--- config.mk ---
export PLATFORM = sky130hd
export DESIGN_NAME = enemy_collision_director
export DESIGN_NICKNAME = d
export VERILOG_FILES = /design/src/rtl/enemy_collision_director.sv
export SDC_FILE = /design/constraint.sdc
export NUM_CORES = 1
export LEC_CHECK = 0
export ABC_AREA = 1
export CAP_MARGIN = 40
export CORE_MARGIN = 5
export CORE_UTILIZATION = 50
export DETAILED_ROUTE_END_ITERATION = 12
export HOLD_SLACK_MARGIN = 0.02
export PLACE_DENSITY_LB_ADDON = 0.12
export SYNTH_ARGS = -nofsm -noshare
export SYNTH_HDL_FRONTEND = slang
export SYNTH_SLANG_ARGS = --single-unit
export TNS_END_PERCENT = 5
--- constraint.sdc ---
create_clock -name clk -period 3.8 [get_ports clk]
set_input_delay 0.57 -clock clk [delete_from_list [all_inputs] [get_ports clk]]
set_output_delay 0.57 -clock clk [all_outputs]
set_load 0.01 [all_outputs]
--- src/rtl/enemy_collision_director.sv ---
// enemy_collision_director: zero-latency wall/dodge/hit strobes plus per-enemy HP, cooldown and alive bookkeeping.
// Define ENEMY_RESPAWN_EN to bring dead enemies back after RESPAWN_FRAMES unpaused frames.
module enemy_collision_director #(
   parameter int AMOUNT_OF_ENEMIES     = 2,
   parameter int ENEMY_HP              = 3,
   parameter int DODGE_COOLDOWN_FRAMES = 4,
   parameter int RESPAWN_FRAMES        = 60
) (
   input  logic                         clk,
   input  logic                         resetN,
   input  logic                         startOfFrame,
   input  logic                         pause,
   input  logic                         enemyDrawReq,
   input  logic                         headsUpDrawReq,
   input  logic                         headsDownDrawReq,
   input  logic [3:0]                   drawingRequestorId,
   input  logic                         wallDrawReq,
   input  logic                         playerBulletDrawReq,
   input  logic [2:0]                   bulletDamage,
   output logic                         changeDir,
   output logic                         dodgeBullet,
   output logic [2:0]                   shotCollision,
   output logic [AMOUNT_OF_ENEMIES-1:0] aliveMap,
   output logic [7:0]                   killCount,
   output logic                         allKilled
);
   localparam int N = AMOUNT_OF_ENEMIES;
   logic [N-1:0] dir_done, dodge_done, hit_done, sel;
   logic [3:0] cool [N];
   logic [2:0] hp [N];
   logic [2:0] dmg, hp_sel;
   logic v, dir_sel, dodge_sel, hit_sel, cool_zero, kill;
`ifdef ENEMY_RESPAWN_EN
   logic [15:0] resp [N];
`endif
   // Mux the requesting enemy's state; an out-of-range id matches nobody and leaves v low.
   always_comb begin
      sel = '0;
      v = 1'b0;
      dir_sel = 1'b0;
      dodge_sel = 1'b0;
      hit_sel = 1'b0;
      cool_zero = 1'b0;
      hp_sel = '0;
      for (int i = 0; i < N; i++) begin
         sel[i] = 4'(i) == drawingRequestorId;
         if (sel[i]) begin
            v = aliveMap[i];
            dir_sel = dir_done[i];
            dodge_sel = dodge_done[i];
            hit_sel = hit_done[i];
            cool_zero = cool[i] == 4'd0;
            hp_sel = hp[i];
         end
      end
      v = v && !pause && !resetN;
      dmg = bulletDamage == 3'd0 ? 3'd1 : bulletDamage;
      changeDir = v && enemyDrawReq && wallDrawReq && !dir_sel;
      dodgeBullet = v && (headsUpDrawReq || headsDownDrawReq) && playerBulletDrawReq && !enemyDrawReq && !dodge_sel && cool_zero;
      shotCollision = (v && enemyDrawReq && playerBulletDrawReq && !hit_sel) ? dmg : 3'd0;
      kill = shotCollision != 3'd0 && hp_sel <= dmg;
   end
   always_ff @(posedge clk) begin
      if (resetN) begin
         aliveMap <= '1;
         dir_done <= '0;
         dodge_done <= '0;
         hit_done <= '0;
         killCount <= 8'd0;
         allKilled <= 1'b0;
         for (int i = 0; i < N; i++) begin
            hp[i] <= 3'(ENEMY_HP);
            cool[i] <= 4'd0;
`ifdef ENEMY_RESPAWN_EN
            resp[i] <= 16'd0;
`endif
         end
      end else begin
         allKilled <= aliveMap == '0;
         if (kill && killCount != 8'hff) killCount <= killCount + 8'd1;
         for (int i = 0; i < N; i++) begin
            // A flag raised in the frame-start cycle survives the clear.
            dir_done[i] <= (sel[i] && changeDir) || (dir_done[i] && !startOfFrame);
            dodge_done[i] <= (sel[i] && dodgeBullet) || (dodge_done[i] && !startOfFrame);
            hit_done[i] <= (sel[i] && shotCollision != 3'd0) || (hit_done[i] && !startOfFrame);
            if (sel[i] && dodgeBullet) cool[i] <= 4'(DODGE_COOLDOWN_FRAMES);
            else if (startOfFrame && !pause && cool[i] != 4'd0) cool[i] <= cool[i] - 4'd1;
            if (sel[i] && shotCollision != 3'd0) hp[i] <= hp[i] > dmg ? hp[i] - dmg : 3'd0;
            if (sel[i] && kill) begin
               aliveMap[i] <= 1'b0;
`ifdef ENEMY_RESPAWN_EN
               resp[i] <= 16'(RESPAWN_FRAMES);
`endif
            end
`ifdef ENEMY_RESPAWN_EN
            if (!aliveMap[i] && !pause && resp[i] == 16'd0) begin
               aliveMap[i] <= 1'b1;
               hp[i] <= 3'(ENEMY_HP);
               dir_done[i] <= 1'b0;
               dodge_done[i] <= 1'b0;
               hit_done[i] <= 1'b0;
               cool[i] <= 4'd0;
            end else if (!aliveMap[i] && startOfFrame && !pause && resp[i] != 16'd0) resp[i] <= resp[i] - 16'd1;
`endif
         end
      end
   end
endmodule

=== Word-level counts from Yosys, hierarchy flattened ===
Memory sizes are Yosys's and may differ from the RTL's.
Index checks and enable logic that the tools add are counted.

* Memories: 2
* Bits in registers: 17
* Output and inout port bits: 16
* Memory bits (writable): 14
* Logic and storage cells: 122
* Input bits: 16

{| class="wikitable"
|+ Memory list
! memory !! depth !! bits a word !! read ports !! clocked after Yosys merged registers in !! write ports !! line !! RTL
|-
| cool || 2 || 4 || 2 || 0 || 2 || 29 || <nowiki>logic [3:0] cool [N];</nowiki>
|-
| hp || 2 || 3 || 2 || 0 || 2 || 30 || <nowiki>logic [2:0] hp [N];</nowiki>
|}

* Reductions and logical operators: 53
* Bitwise operators: 6
* Equal/unequal tests: 2
* $add $sub $neg: 5
* $lt $le $gt $ge: 3
* Mux-type cells: 44

{| class="wikitable"
|+ Operator list
! kind !! count
|-
| 2-to-1 mux 1 bit || 32
|-
| logical AND 1 bit || 31
|-
| 2-to-1 mux 3 bit || 8
|-
| 2-to-1 mux 4 bit || 4
|-
| logical NOT 4 bit || 3
|-
| adder 8 x 1 -> 8 bit (second input constant) || 1
|-
| inequality test 8 bit (second input constant) || 1
|-
| nonzero test 4 bit || 2
|-
| subtractor 4 x 1 -> 4 bit (second input constant) || 2
|-
| logical NOT 1 bit || 7
|-
| logical OR 1 bit || 7
|-
| greater-than comparator 3 bit || 2
|-
| bitwise OR 1 bit || 6
|-
| subtractor 3 bit || 2
|-
| == test 1 x 4 -> 1 bit (first input constant) || 1
|-
| less-or-equal comparator 3 bit || 1
|-
| logical NOT 3 bit || 1
|-
| nonzero test 3 bit || 1
|-
| logical NOT 2 bit || 1
|}

=== Logic depth before layout (Yosys ltp) ===
* Depth after elaboration: 16
* Gate-level depth with buffers: 13
* Mapped depth without buffers: 13

=== Worst setup path before layout ===
OpenSTA, ideal clock, no wires.

* Kind: input -> register
* Start point: input port drawingRequestorId[3]
* End point: register killCount[6]
* Buffers on the path: 0
* Library setup time: 118 ps
* Cell stages on the path: 11
* Data arrival time: 2,152 ps
* Required time: 3,682 ps
* Setup slack: 1,530 ps
* Cell sequence: nor2_2 -> nand2_1 -> inv_1 -> a22o_1 -> ha_1 -> nand2_1 -> nand2_1 -> o21ai_2 -> nand3_1 -> nor3_1 -> nor2_1

* Cells in the longest elaborated chain, start to end: 12
* Elaborated cells between the ends (all ways): 19
* Classes of those cells: 1 x order compare; 1 x eq/ne; 7 x mux; 10 x reduce/logical

{| class="wikitable"
|+ RTL lines
! element !! line !! RTL
|-
| start, declared || 16 || <nowiki>input logic [3:0] drawingRequestorId,</nowiki>
|-
| logical NOT 4 bit || 46 || <nowiki>sel[i] = 4'(i) == drawingRequestorId;</nowiki>
|-
| 2-to-1 mux 1 bit (2 in series) || 47 || <nowiki>if (sel[i]) begin</nowiki>
|-
| logical AND 1 bit (2 in series) || 56 || <nowiki>v = v && !pause && !resetN;</nowiki>
|-
| logical AND 1 bit (3 in series) || 60 || <nowiki>shotCollision = (v && enemyDrawReq && playerBulletDrawReq && !hit_sel) ? dmg : 3'd0;</nowiki>
|-
| 2-to-1 mux 3 bit || 60 ||
|-
| nonzero test 3 bit || 61 || <nowiki>kill = shotCollision != 3'd0 && hp_sel <= dmg;</nowiki>
|-
| logical AND 1 bit * || 61 ||
|-
| logical AND 1 bit * || 80 || <nowiki>if (kill && killCount != 8'hff) killCount <= killCount + 8'd1;</nowiki>
|-
| end signal, assigned || 80 ||
|-
| end, declared || 24 || <nowiki>output logic [7:0] killCount,</nowiki>
|}

Mark *: on every way between the ends. The rest lies on a longest branch, timed or not.
A chain may end at the register's enable or synchronous reset.

=== Worst setup path in the final report ===
* Start point: input port drawingRequestorId[0]
* End point: output port shotCollision[1]

* Cells in the longest elaborated chain, start to end: 9
* Elaborated cells between the ends (all ways): 13
* Classes of those cells: 1 x eq/ne; 5 x mux; 7 x reduce/logical

{| class="wikitable"
|+ RTL lines
! element !! line !! RTL
|-
| logical NOT 4 bit || 46 ||
|-
| 2-to-1 mux 1 bit (2 in series) || 47 ||
|-
| logical AND 1 bit (2 in series) || 56 ||
|-
| logical AND 1 bit (2 in series) || 60 ||
|-
| logical AND 1 bit * || 60 ||
|-
| 2-to-1 mux 3 bit * || 60 ||
|-
| end, declared || 22 || <nowiki>output logic [2:0] shotCollision,</nowiki>
|}

Marked as above.

==> impl_metrics.csv <==
group,metric,value,unit
synth,synth_area,0.00190,sq mm
synth,post_synth_num_cell_types,32,
critical_path,critPathKind,"in -> out",
sta,layout_min_cycle_time,3.15,ns
routing,avgViaCountPerCell,5.11,
clocking,cts_inserted_buffers,5,
placement,place_congestion,0.891,
clocking,holdBufCountCts,0,
die,die_area,0.00514,sq mm
power_and_ir_drop,p_per_area,297,mW/mm^2
synth,synth_edf_count,14,
die,fp.dieH,71.7,um
clocking,clk_path_buf_depth,2,
synth,synth_cells,246,
clocking,cts_resized,0,
placement,post-place-cells,323,
worst_hold_path,whs_endpoint,"hit_done[0]",
critical_path,end_kind,"primary output",
layout,layout.nets,312,
synth,syn_area_per_cell,7.74,sq um
synth,synth.net_count,276,
die,num_io_pins,32,
clocking,clock_latency,0.29,ns
job,drv_cap,0,
critical_path,crit_chain,"clkdlybuf4s50_1 > inv_1 > nor2_1 > nand3_1 > nand2_2 > nand3_2 > nor2_4 > inv_1 > nor2_1 > clkdlybuf4s50_1",
critical_path,cp_top_family,"buffers and inverters",
synth,yosys_warnings,0,
sta,rsz0062_at_grt,"no",
worst_hold_path,hold_depth,2,
synth,ys_seq_area_share,39.9,%
clocking,clk_pin_slew,0.06,ns
sta,final-setup-viol-count,0,
global_routing,grt_pass1_vias,1606,
clocking,cts.sinks,31,
sta,max_clock_freq,317,MHz
global_routing,grt_max_degree,13,
critical_path,cp.depth,10,
layout,nFillCells,339,
global_routing,antenna_found_initial,0,
critical_path,crit_required,3.23,ns
critical_path,cpPeakStageDelay,0.54,ns
critical_path,r2r-start,"hp[0][2]",
routing,totalWireLength,4.16,mm
run_status,status,"finished clean",
worst_hold_path,hp-start,"hit_done[0]",
global_routing,grt_pass1_wl,7.15,mm
die,rows,22,
layout,area.sequential,761,sq um
placement,dpl_worst_slack,0.638,ns
layout,multi_input_area,968,sq um
sta,worst_pin_slew,0.390,ns
power_and_ir_drop,peakVddDrop,0.180,mV
routing,ant_nets,0,
routing,firstDrtPassIters,4,
worst_hold_path,hold_path_class,"reg -> reg",
critical_path,cp_max_fo,12,
layout,layout-drive-gt1-share,5.65,%
synth,async_flop_share,0,%
critical_path,worstPathArrival,2.58,ns
layout,fin_cells,331,
sta,fin_hold_ws,0.475,ns
critical_path,r2r_setup_slack,1.77,ns
critical_path,timing.rr.end,"killCount[6]",
clocking,clockRootBuffer,"clkbuf_8",
routing,initialDrtViolationCount,119,
layout,area_growth,22.6,%
synth,synth-seq-cells,31,
routing,drc,0,
sta,fin_crit_sh,82.9,%
routing,wl_per_cell,12.6,um
layout,diodes,0,
placement,port_buffers,31,
sta,max_slew_margin,73.8,%
sta,fin_ws,0.650,ns
critical_path,worst_path_max_delay_cell,"clkdlybuf4s50_1",
synth,ys.flop_type,"dfxtp_1",
clocking,htreeDepth,2,
sta,tns,0,ns
power_and_ir_drop,total_power,0.694,mW
critical_path,cp-start-kind,"input pin",
global_routing,grt_overflow,0,
power_and_ir_drop,p_leak,1.01,nW
die,start_util,51.6,%
clocking,post-cts-setup-buffer-count,0,
sta,slew_violations,0,
die,die_w,71.7,um
clocking,cts_tree,"done",
routing,vias,1691,
critical_path,critical_path_buf_inv_count,4,
die,core,0.00369,sq mm
sta,finClkSkew,0.0113,ns
global_routing,grtUsageTotal,17.5,%
sta,hold_viol,0,
placement,dp_hpwl,3.23,mm
critical_path,reg2reg_depth,8,
-- area by class of cell --
type | count | share of cell area [%]
multi-input combinational | 173 | 41.5
sequential | 31 | 32.6
timing repair buffer | 32 | 13.6
inverter | 39 | 6.27
clock buffer | 7 | 3.27
tap | 48 | 2.57
clock inverter | 1 | 0.214
-- synthesized netlist by cell type (2+ instances only) --
| master | number | area share [%] |
|---|---|---|
| a21oi_1 | 14 | 3.7 |
| dfxtp_1 | 17 | 18 |
| nand4_1 | 10 | 3.3 |
| a211oi_1 | 2 | 0.79 |
| nor2_1 | 26 | 5.1 |
| nor4_1 | 2 | 0.66 |
| xor2_1 | 3 | 1.4 |
| fa_1 | 2 | 2.1 |
| ha_1 | 12 | 7.9 |
| nand2_1 | 49 | 9.7 |
| or2_2 | 2 | 0.66 |
| inv_1 | 38 | 7.5 |
| nor3_1 | 4 | 1.1 |
| edfxtp_1 | 14 | 22 |
| o21ai_0 | 10 | 2.6 |
| o22ai_1 | 2 | 0.66 |
| nand3_1 | 24 | 6.3 |
-- cell usage in the layout, fill, tap and decap left out, types with 3 or more instances in the layout --
cell	instances
o21ai_0	10
edfxtp_1	14
nand2_1	49
nor2_1	26
clkbuf_8	5
clkdlybuf4s50_1	31
xor2_1	3
inv_1	38
nand4_1	10
dfxtp_1	17
nor3_1	4
nand3_1	24
a21oi_1	14
ha_1	12
-- registers in the layout (all words and copies together), names as in the netlist --
register	flops
aliveMap	2
allKilled	1
cool	8
dir_done	2
dodge_done	2
hit_done	2
hp	6
killCount	8
-- worst reg2reg max path: stages, from the launching register on --
cell      delay [ns]
edfxtp_1        0.41
a22o_1          0.26
ha_1            0.30
nand2_1         0.08
nand2_1         0.06
o21ai_2         0.34
nand3_1         0.24
nor3_1          0.19
nor2_1          0.06
-- where the power goes --
part / internal, mW / switching (mW)
clock: 0.128 / 0.120
combinational: 0.0365 / 0.0502
sequential: 0.356 / 0.00345
total: 0.521 / 0.173
-- metrics by stage --
stage | area, sq um | util [%]
detailed placement | 2250 | 61.1
CTS | 2330 | 63.3
finish | 2330 | 63.3
global route | 2330 | 63.3
floorplan | 1900 | -
global placement | 2250 | 61.1
-- worst max path at each step --
stage | startpoint | end | slack [ns]
6_report | drawingRequestorId[0] | shotCollision[1] | 0.65
5_1_grt | drawingRequestorId[0] | shotCollision[0] | 0.48
4_1_cts | drawingRequestorId[0] | shotCollision[1] | 0.63
3_5_place_dp | drawingRequestorId[0] | shotCollision[1] | 0.64
3_3_place_gp | drawingRequestorId[0] | shotCollision[0] | 0.67
2_1_floorplan | drawingRequestorId[3] | killCount[6] | 1.53
-- cell families after synthesis --
logic type	Yosys count	share of synthesized area, %
buffers and inverters	42	9.20
AO/OA/AOI/OAI	33	10.1
XOR/XNOR	4	1.84
flip-flops	31	39.9
adder cells (fa/ha/maj)	14	9.99
AND/OR/NAND/NOR	122	28.9
-- per-layer routing --
layer | GRT usage, % | share of wire (%)
met1 | 23.7 | 50
met2 | 26.5 | 42
met3 | 5.47 | 6.4
met4 | 5.64 | 1.4
met5 | 0 | 0
Note: power is estimated with default switching activity, not from simulation.
